File: config.mk
export PLATFORM = sky130hd
export DESIGN_NAME = cdc_fifo_read_ctrl
export DESIGN_NICKNAME = d
export VERILOG_FILES = /design/src/rtl/cdc_fifo_read_ctrl.sv
export SDC_FILE = /design/constraint.sdc
export NUM_CORES = 1
export LEC_CHECK = 0
export ABC_AREA = 1
export CAP_MARGIN = 20
export CORE_AREA = 2 2 59 61
export DETAILED_ROUTE_END_ITERATION = 6
export DIE_AREA = 0 0 61 63
export PLACE_DENSITY_LB_ADDON = 0.08
export SETUP_SLACK_MARGIN = 0.1
export SLEW_MARGIN = 10
export SYNTH_ARGS = -nofsm -noshare
export SYNTH_HDL_FRONTEND = slang
export SYNTH_SLANG_ARGS = --single-unit
File: constraint.sdc
create_clock -name clock -period 6.7 [get_ports clock]
set_clock_uncertainty 0.15 [all_clocks]
set_input_delay 1.34 -clock clock [delete_from_list [all_inputs] [get_ports clock]]
set_output_delay 1.34 -clock clock [all_outputs]
set_load 0.03 [all_outputs]
File: src/rtl/cdc_fifo_read_ctrl.sv
// Read-domain controller for the dual-clock FIFO.
// Synchronizes the write pointer and presents words through a FWFT output register.
module cdc_fifo_read_ctrl #(
  parameter int DATA_WIDTH             = 8,
  parameter int ADDRESS_WIDTH          = 4,
  parameter int SYNC_STAGES            = 2,
  parameter int ALMOST_EMPTY_THRESHOLD = 2
) (
  input  logic                     clock,
  input  logic                     reset,
  input  logic [ADDRESS_WIDTH:0]   write_pointer_gray,
  output logic [ADDRESS_WIDTH:0]   read_pointer_gray,
  output logic [ADDRESS_WIDTH-1:0] ram_address,
  input  logic [DATA_WIDTH-1:0]    ram_data,
  output logic [DATA_WIDTH-1:0]    read_data,
  output logic                     read_valid,
  input  logic                     read_ready,
  output logic                     empty,
  output logic                     almost_empty,
  output logic [ADDRESS_WIDTH+1:0] level,
  output logic                     protocol_error
);

  localparam int PW = ADDRESS_WIDTH + 1;
  localparam int LW = ADDRESS_WIDTH + 2;
  localparam logic [PW-1:0] DEPTH = PW'(1) << ADDRESS_WIDTH;

  logic [PW-1:0] sync_q [SYNC_STAGES];
  logic [PW-1:0] wsync_gray;
  logic [PW-1:0] wsync_bin;
  logic [PW-1:0] rptr;
  logic [PW-1:0] rptr_next;
  logic [PW-1:0] mem_count;
  logic          consume;
  logic          load;

  always_ff @(posedge clock or posedge reset) begin
    if (reset) begin
      for (int i = 0; i < SYNC_STAGES; i++) begin
        sync_q[i] <= '0;
      end
    end else begin
      sync_q[0] <= write_pointer_gray;
      for (int i = 1; i < SYNC_STAGES; i++) begin
        sync_q[i] <= sync_q[i-1];
      end
    end
  end

  assign wsync_gray = sync_q[SYNC_STAGES-1];

  always_comb begin
    wsync_bin = '0;
    for (int i = 0; i < PW; i++) begin
      wsync_bin[i] = ^(wsync_gray >> i);
    end
  end

  // Modular difference stays correct across pointer wrap.
  assign mem_count = wsync_bin - rptr;
  assign rptr_next = rptr + PW'(1);

  assign consume = read_valid & read_ready;
  assign load    = (mem_count != '0) & (~read_valid | consume);

  assign ram_address  = rptr[ADDRESS_WIDTH-1:0];
  assign level        = LW'(mem_count) + LW'(read_valid);
  assign empty        = ~read_valid;
  assign almost_empty = (level <= LW'(ALMOST_EMPTY_THRESHOLD));

  always_ff @(posedge clock or posedge reset) begin
    if (reset) begin
      rptr              <= '0;
      read_pointer_gray <= '0;
      read_data         <= '0;
      read_valid        <= 1'b0;
      protocol_error    <= 1'b0;
    end else begin
      if (mem_count > DEPTH) begin
        protocol_error <= 1'b1;
      end
      if (load) begin
        read_data         <= ram_data;
        rptr              <= rptr_next;
        read_pointer_gray <= rptr_next ^ (rptr_next >> 1);
        read_valid        <= 1'b1;
      end else if (consume) begin
        read_valid <= 1'b0;
      end
    end
  end

endmodule

## Yosys cells after proc, flatten, opt, wreduce, memory -nomap -nowiden

Cells that the tools add are included.

- Bits in registers: 30

- $lt $le $gt $ge: 2
- Reductions and logical operators: 7
- $add $sub $neg: 3
- Muxes and demuxes: 2
- Bitwise gates (word level): 5

Operators with widths:

| kind | number |
|---|---|
| $reduce_xor A5 Y1 | 5 |
| $add A5 B1 Y6 | 1 |
| $le A6 B2 Y1 const B | 1 |
| $add A5 B1 Y5 const B | 1 |
| $gt A5 B5 Y1 const B | 1 |
| $reduce_bool A5 Y1 | 1 |
| $sub A5 B5 Y5 | 1 |
| $xor A5 B4 Y5 | 1 |
| $and A1 B1 Y1 | 2 |
| $mux W1 | 2 |
| $reduce_bool A2 Y1 | 1 |
| $not A1 Y1 | 1 |
| $or A1 B1 Y1 | 1 |

## Logic depth before layout (Yosys ltp)

Gate-level depths: netlist of run 1.

- Word-level depth: 5
- Gate-level depth with buffers: 15
- Gate-level depth less buffers: 14

## Worst setup path before layout of run 1

Ideal clock, no wire load.

- Path type: register to output
- From: register sync_q, in the netlist wsync_gray[4]
- To: output port almost_empty
- Buffers on the path: 0
- Arrival time: 2908 ps
- Setup slack: 2302 ps
- Stages on the path, launching flop included: 14
- Required time: 5210 ps
- Cells stage by stage: dfrtp_1 -> xor2_1 -> xnor2_1 -> xor2_1 -> ha_1 -> fa_1 -> inv_1 -> ha_1 -> inv_1 -> nor2_1 -> nand2_1 -> nand2_1 -> nand2_1 -> nor2_1

- Word-level cells in the longest chain between the ends: 4

RTL lines:

| what | RTL line | RTL |
|---|---|---|
| start: declaration | 28 | `logic [PW-1:0] sync_q [SYNC_STAGES];` |
| start signal: indexed assignment | 45 | `sync_q[i] <= sync_q[i-1];` |
| $reduce_xor A5 Y1 | 55 | `wsync_bin[i] = ^(wsync_gray >> i);` |
| $sub A5 B5 Y5 * | 60 | `assign mem_count = wsync_bin - rptr;` |
| $add A5 B1 Y6 * | 67 | `assign level = LW'(mem_count) + LW'(read_valid);` |
| via level[4] | 20 | `output logic [ADDRESS_WIDTH+1:0] level,` |
| $le A6 B2 Y1 * | 69 | `assign almost_empty = (level <= LW'(ALMOST_EMPTY_THRESHOLD));` |
| end: declaration | 19 | `output logic almost_empty,` |

Mark *: on every way through the listed nets, which the timed path passes. The rest lies on a longest branch.

## Worst setup path in the final report of run 1

- From: register sync_q, in the netlist wsync_gray[4]
- To: output port almost_empty

- Word-level cells in the longest chain between the ends: 4

RTL lines:

| what | RTL line |
|---|---|
| $reduce_xor A5 Y1 | 55 |
| $sub A5 B5 Y5 * | 60 |
| $add A5 B1 Y6 * | 67 |
| $le A6 B2 Y1 * | 69 |

Mark *: on every way between the ends. The rest lies on a longest branch, timed or not.

==> impl_metrics.csv, run 1 <==
group,metric,value,unit
synth,synth-seq-cells,29,
global_route,grt_pass1_vias,1329,
routing,post_drt_wl_per_cell,11.2,um
worst_setup_path,reg2reg_to,"read_data[2]",
clock_tree,post_cts.repair.setup_buffers,0,
finish,area_growth_syn_to_layout,34.2,%
synth,synth_area_leaders,"dfrtp_1 (47%), nand2_1 (16%), nand3_1 (9.0%), ha_1 (5.6%), inv_1 (4.8%)",
placement,routabilityCongestion,0.823,
synth,synth_most_common_cell,"nand2_1",
timing,finalHoldViolations,0,
synth,syn_nets,211,
die,rows,21,
placement,placed_cell_area,2010,sq um
timing,fmax,192,MHz
routing,routed_wl,3130,um
synth,synth-seq-area-share,46.5,%
timing,final-max-slew-violation-count,0,
worst_setup_path,crit_type,"reg2out",
synth,async_flop_share,100,%
timing,slew_headroom,74.0,%
die,die_area,3840,sq um
synth,synthFlopType,"dfrtp_1",
timing,worstMarginPinSlew,390,ps
outcome,status,"finished clean",
synth,synthesis.instances,187,
clock_tree,clk_path_buf_depth,2,
worst_setup_path,worstSetupStartpoint,"wsync_gray[4]",
clock_tree,clockRootBuffer,"clkbuf_4",
synth,syn_avg_cell_area,8.34,sq um
global_route,antenna_found_initial,0,
power,powerDensity,544,nW/um^2
synth,synth_area,1560,sq um
routing,wl_met1,1280,um
routing,viasPerCell,4.83,
die,io_pins,43,
power,p_leak,1.05,nW
placement,dp_hpwl,2380,um
finish,final_cells,279,
worst_setup_path,cp_max_fo,4,
finish,nFillCells,297,
worst_setup_path,cp-start-kind,"flop",
timing,period_minus_slack,5200,ps
placement,portBuffers,42,
global_route,grt_pass1_wl,5550,um
power,ir_drop,233,uV
finish,drive_gt1_share,7.30,%
global_route,grt_max_degree,30,
timing,fin_crit_sh,77.6,%
worst_setup_path,worst-endpoint-arrival,3710,ps
finish,diodes,0,
finish,register_area,726,sq um
timing,finalSetupViolCount,0,
global_route,grt-ovfl-total,0,
routing,num_vias,1348,
die,initial_utilization,48.2,%
synth,yosys-top-cells-count,"nand2_1 (67), dfrtp_1 (29), nand3_1 (28)",
die,die_y,63,um
routing,wl_met3,189,um
clock_tree,cts_sinks,29,
synth,ys_types,25,
die,die_x,61,um
synth,synth-edff-count,0,
clock_tree,clk_latency,310,ps
worst_setup_path,cp.required,5210,ps
finish,finalNetCount,257,
routing,wl_met2,1570,um
synth,yosysWarnings,0,
timing,rsz0062_at_grt,"false",
clock_tree,path_clk_slew,90,ps
worst_setup_path,r2r-start,"wsync_gray[4]",
routing,top_layer,"met4",
worst_setup_path,r2r_setup_slack,3670,ps
routing,firstDrtPassIters,4,
timing,setup-tns-final,0,ps
synth,synth_largest_area_cell,"dfrtp_1",
worst_setup_path,crit_end,"almost_empty",
clock_tree,numCtsBuffers,5,
worst_setup_path,setup.worst_path.end_class,"output pin",
job,maxCapViolCount,0,
clock_tree,ctsResizeCount,0,
routing,drc,0,
placement,dp_cells,271,
clock_tree,holdBufCountCts,0,
finish,multiInputGateArea,727,sq um
routing,postRouteAntennaNets,0,
synth,synth_top_area_share,46.5,%
finish,design_area,2090,sq um
worst_hold_path,hold_path_class,"reg2reg",
routing,drt_first_iter_violations,53,
clock_tree,htreeDepth,2,
die,core_area,3230,sq um
clock_tree,cts_tree,"done",
finish,final_util,64.7,%
worst_setup_path,rr_worst_depth,14,
global_route,grt_use_total,19.1,%
==> stage by stage <==
step	power [mW]	worst slack (ps)	hold slack (ps)
floorplan	0.796	2300	181
global placement	1.01	2050	183
detailed placement	1.04	1870	185
CTS	1.15	1500	197
global route	1.24	1140	219
finish	1.14	1500	193
==> worst max-delay path, stage by stage (launching register included) <==
cell and delay, ps:
dfrtp_1 430, xor2_1 330, xnor2_1 250, xor2_1 180, ha_1 200, fa_1 450
inv_1 100, ha_1 170, inv_1 40, nor2_1 190, nor2_1 100, nor2_1 110
nand3_1 80, nor2_1 90, clkdlybuf4s50_1 670
==> cells by family after synthesis <==
| family | share of synthesized area [%] |
|---|---|
| AOI/OAI and AO/OA | 1.36 |
| and+or+nand+nor | 32.7 |
| xor gates and xnor gates | 5.62 |
| adders and majority gates | 6.90 |
| DFF | 46.5 |
| buffers and inverters | 6.82 |
==> worst min-delay path by stage <==
stage / slack, ps / startpoint / cells past startpoint / endpoint
3_5_place_dp: 180 / sync_q[6] / 0 / wsync_gray[1]
2_1_floorplan: 180 / sync_q[5] / 0 / wsync_gray[0]
3_3_place_gp: 180 / sync_q[6] / 0 / wsync_gray[1]
5_1_grt: 220 / sync_q[6] / 0 / wsync_gray[1]
6_report: 190 / sync_q[6] / 0 / wsync_gray[1]
4_1_cts: 200 / sync_q[6] / 0 / wsync_gray[1]
==> registers in the layout (all words and copies together), names as in the netlist <==
register           flops
wsync_gray             5
protocol_error         1
read_pointer_gray      5
sync_q                 5
read_data              8
read_valid             1
rptr                   4
==> where the power goes <==
group	internal, mW	switching [mW]	total, mW
combinational	0.303	0.467	0.770
sequential	0.220	0.0432	0.263
clock	0.0495	0.0549	0.104
total	0.572	0.566	1.14
==> layout make-up <==
cell class	count	area share, %
tap	46	2.75
multi-input combinational	133	34.7
sequential	29	34.7
timing repair buffer	43	21.4
inverter	21	3.77
clock buffer	7	2.63
==> placed cells by master, fill, tap and decap left out, types with 2 or more instances in the layout <==
cell             netlist  layout
ha_1                   7       7
nand2_2                3       3
nor2_1                 6       6
clkdlybuf4s50_1        0      42
nand3b_1               2       2
xnor2_1                2       2
inv_1                 20      19
nand2_1               67      67
xor2_1                 8       8
nand3_1               28      28
dfrtp_1               29      29
clkbuf_4               0       5
==> metal layers <==
metal  track usage (%)  vias to the layer above
met5                 0                        -
met4              8.42                        0
met3              5.38                       10
met2              31.0                       46
met1              23.0                      615
li1                  -                      677
Note: power is estimated with default switching activity, not from simulation.
==> inputs of run 2 (changes only) <==
Settings changed: CORE_AREA 2 2 59 61 to 2 2 64 66, DIE_AREA 0 0 61 63 to 0 0 66 68.
Clock period 6.7 ns to 4.75 ns, I/O delays scaled along.
==> impl_metrics.csv, run 2 (synthesis results as in run 1) <==
group,metric,value,unit
outcome,status,"finished clean",
power,net-switching-power,0.815,mW
global_route,grt_pass1_vias,1238,
routing,routed_wl,3150,um
routing,post_drt_wl_per_cell,11.1,um
clock_tree,htreeDepth,2,
clock_tree,path_clk_slew,60,ps
finish,multiInputGateArea,742,sq um
worst_setup_path,crit_chain,"xor2_2 -> xnor2_2 -> xor2_1 -> ha_1 -> fa_1 -> inv_1 -> ha_1 -> inv_1 -> nor2_1 -> nor2_1 -> clkdlybuf4s50_1",
die,die_y,68,um
power,ir_drop,293,uV
global_route,grt-ovfl-total,0,
finish,finalNetCount,257,
timing,period_minus_slack,4430,ps
die,rows,23,
worst_setup_path,cp-start-kind,"flop",
finish,largest_reg_flops,8,
die,die_x,66,um
clock_tree,post_cts.repair.setup_buffers,0,
power,seqPwrFrac,22.6,%
timing,finalHoldViolations,0,
clock_tree,ctsResizeCount,3,
timing,slew_headroom,71.5,%
routing,num_vias,1332,
timing,finalSetupViolCount,0,
finish,final_util,55.6,%
clock_tree,clk_path_buf_depth,2,
timing,worstMarginPinSlew,427,ps
clock_tree,numCtsBuffers,5,
clock_tree,cts_sinks,29,
finish,area_growth_syn_to_layout,37.6,%
timing,final-max-slew-violation-count,0,
worst_setup_path,crit_type,"reg2out",
die,io_pins,43,
routing,firstDrtPassIters,4,
worst_setup_path,worst_path_max_delay_cell,"clkdlybuf4s50_1",
placement,routabilityCongestion,0.816,
job,maxCapViolCount,0,
placement,portBuffers,42,
worst_setup_path,r2r-start,"wsync_gray[4]",
placement,dp_hpwl,2330,um
die,die_area,4490,sq um
die,initial_utilization,40.4,%
worst_setup_path,worstSetupStartpoint,"wsync_gray[4]",
global_route,grt_use_total,15.8,%
power,swShare,49.3,%
timing,holdWs,197,ps
finish,final_cell_mix,"nand2_1 (67), clkdlybuf4s50_1 (40), dfrtp_1 (29), nand3_1 (28), inv_1 (20)",
timing,setup-tns-final,0,ps
worst_setup_path,cpPeakStageDelay,690,ps
clock_tree,clk_latency,280,ps
routing,drc,0,
finish,nFillCells,375,
power,p_leak,1.09,nW
finish,diodes,0,
finish,regMostFlops,"read_data",
clock_tree,clockRootBuffer,"clkbuf_8",
global_route,antenna_found_initial,0,
global_route,grt_pass1_wl,5280,um
power,powerDensity,770,nW/um^2
finish,drive_gt1_share,8.97,%
worst_setup_path,worst-endpoint-arrival,3330,ps
finish,register_area,726,sq um
routing,postRouteAntennaNets,0,
worst_hold_path,hold_path_class,"reg2reg",
worst_setup_path,cp.required,3650,ps
routing,drt_first_iter_violations,46,
routing,viasPerCell,4.69,
worst_setup_path,cp_max_fo,4,
power,internal-power,0.837,mW
finish,final_common_cell,"nand2_1",
clock_tree,holdBufCountCts,0,
die,core_area,3860,sq um
power,clkPwrFrac,11.7,%
timing,rsz0062_at_grt,"false",
timing,fin_crit_sh,93.3,%
worst_hold_path,hp-start,"sync_q[7]",
worst_setup_path,setup.worst_path.end_class,"output pin",
power,comb_power_share,65.7,%
clock_tree,cts_tree,"done",
global_route,grt_max_degree,30,
power,finalPower,1.65,mW
timing,fmax,226,MHz
[run 2: routing by layer]
metal  up-vias  GRT usage, %  share of wire (%)
met5         -             0                  0
met4         0          5.87                1.3
met3         7          5.43                5.9
met2        31          26.4                 48
met1       616          18.9                 45
li1        678             -                  -
[run 2: area by class of cell]
type	instances	share of cell area [%]
multi-input combinational	133	34.6
sequential	29	33.8
timing repair buffer	43	21.0
inverter	21	3.67
clock buffer	5	3.21
tap	50	2.92
clock inverter	3	0.816
[run 2: power groups by stage]
stage                     registers (mW)  clock network (mW)  logic (mW)
after floorplan                    0.480                   0       0.642
after global placement             0.373                   0        1.07
after detailed placement           0.376                   0        1.09
after CTS                          0.373               0.203        1.09
after global routing               0.381               0.215        1.19
final                              0.374               0.194        1.08
[run 2: final timing paths]
path | cells after the start | slack, ps | end
setup / recovery | 11 | 320 | level[2]
hold / removal | 0 | 200 | wsync_gray[2]
setup reg to reg | 14 | 1800 | read_pointer_gray[0]
hold reg to reg | 0 | 200 | wsync_gray[2]
max in group asynchronous | 3 | 3200 | rptr[3]
min in group asynchronous | 2 | 810 | sync_q[9]
[run 2: worst max-delay path: cells and delay by family, from the launching register on]
| kind | cells | cell delay, ps |
|---|---|---|
| xor+xnor | 3 | 620 |
| fa+ha+maj | 3 | 970 |
| simple gates | 2 | 220 |
| buf+inv | 3 | 820 |
| flops | 1 | 430 |
[run 2: stage by stage]
step | instances | setup slack [ps] | area [sq um]
final | 284 | 320 | 2150
after global routing | 284 | 120 | 2150
after CTS | 283 | 148 | 2110
after detailed placement | 275 | 239 | 2010
after global placement | 275 | 471 | 2010
after floorplan | 187 | 742 | 1560
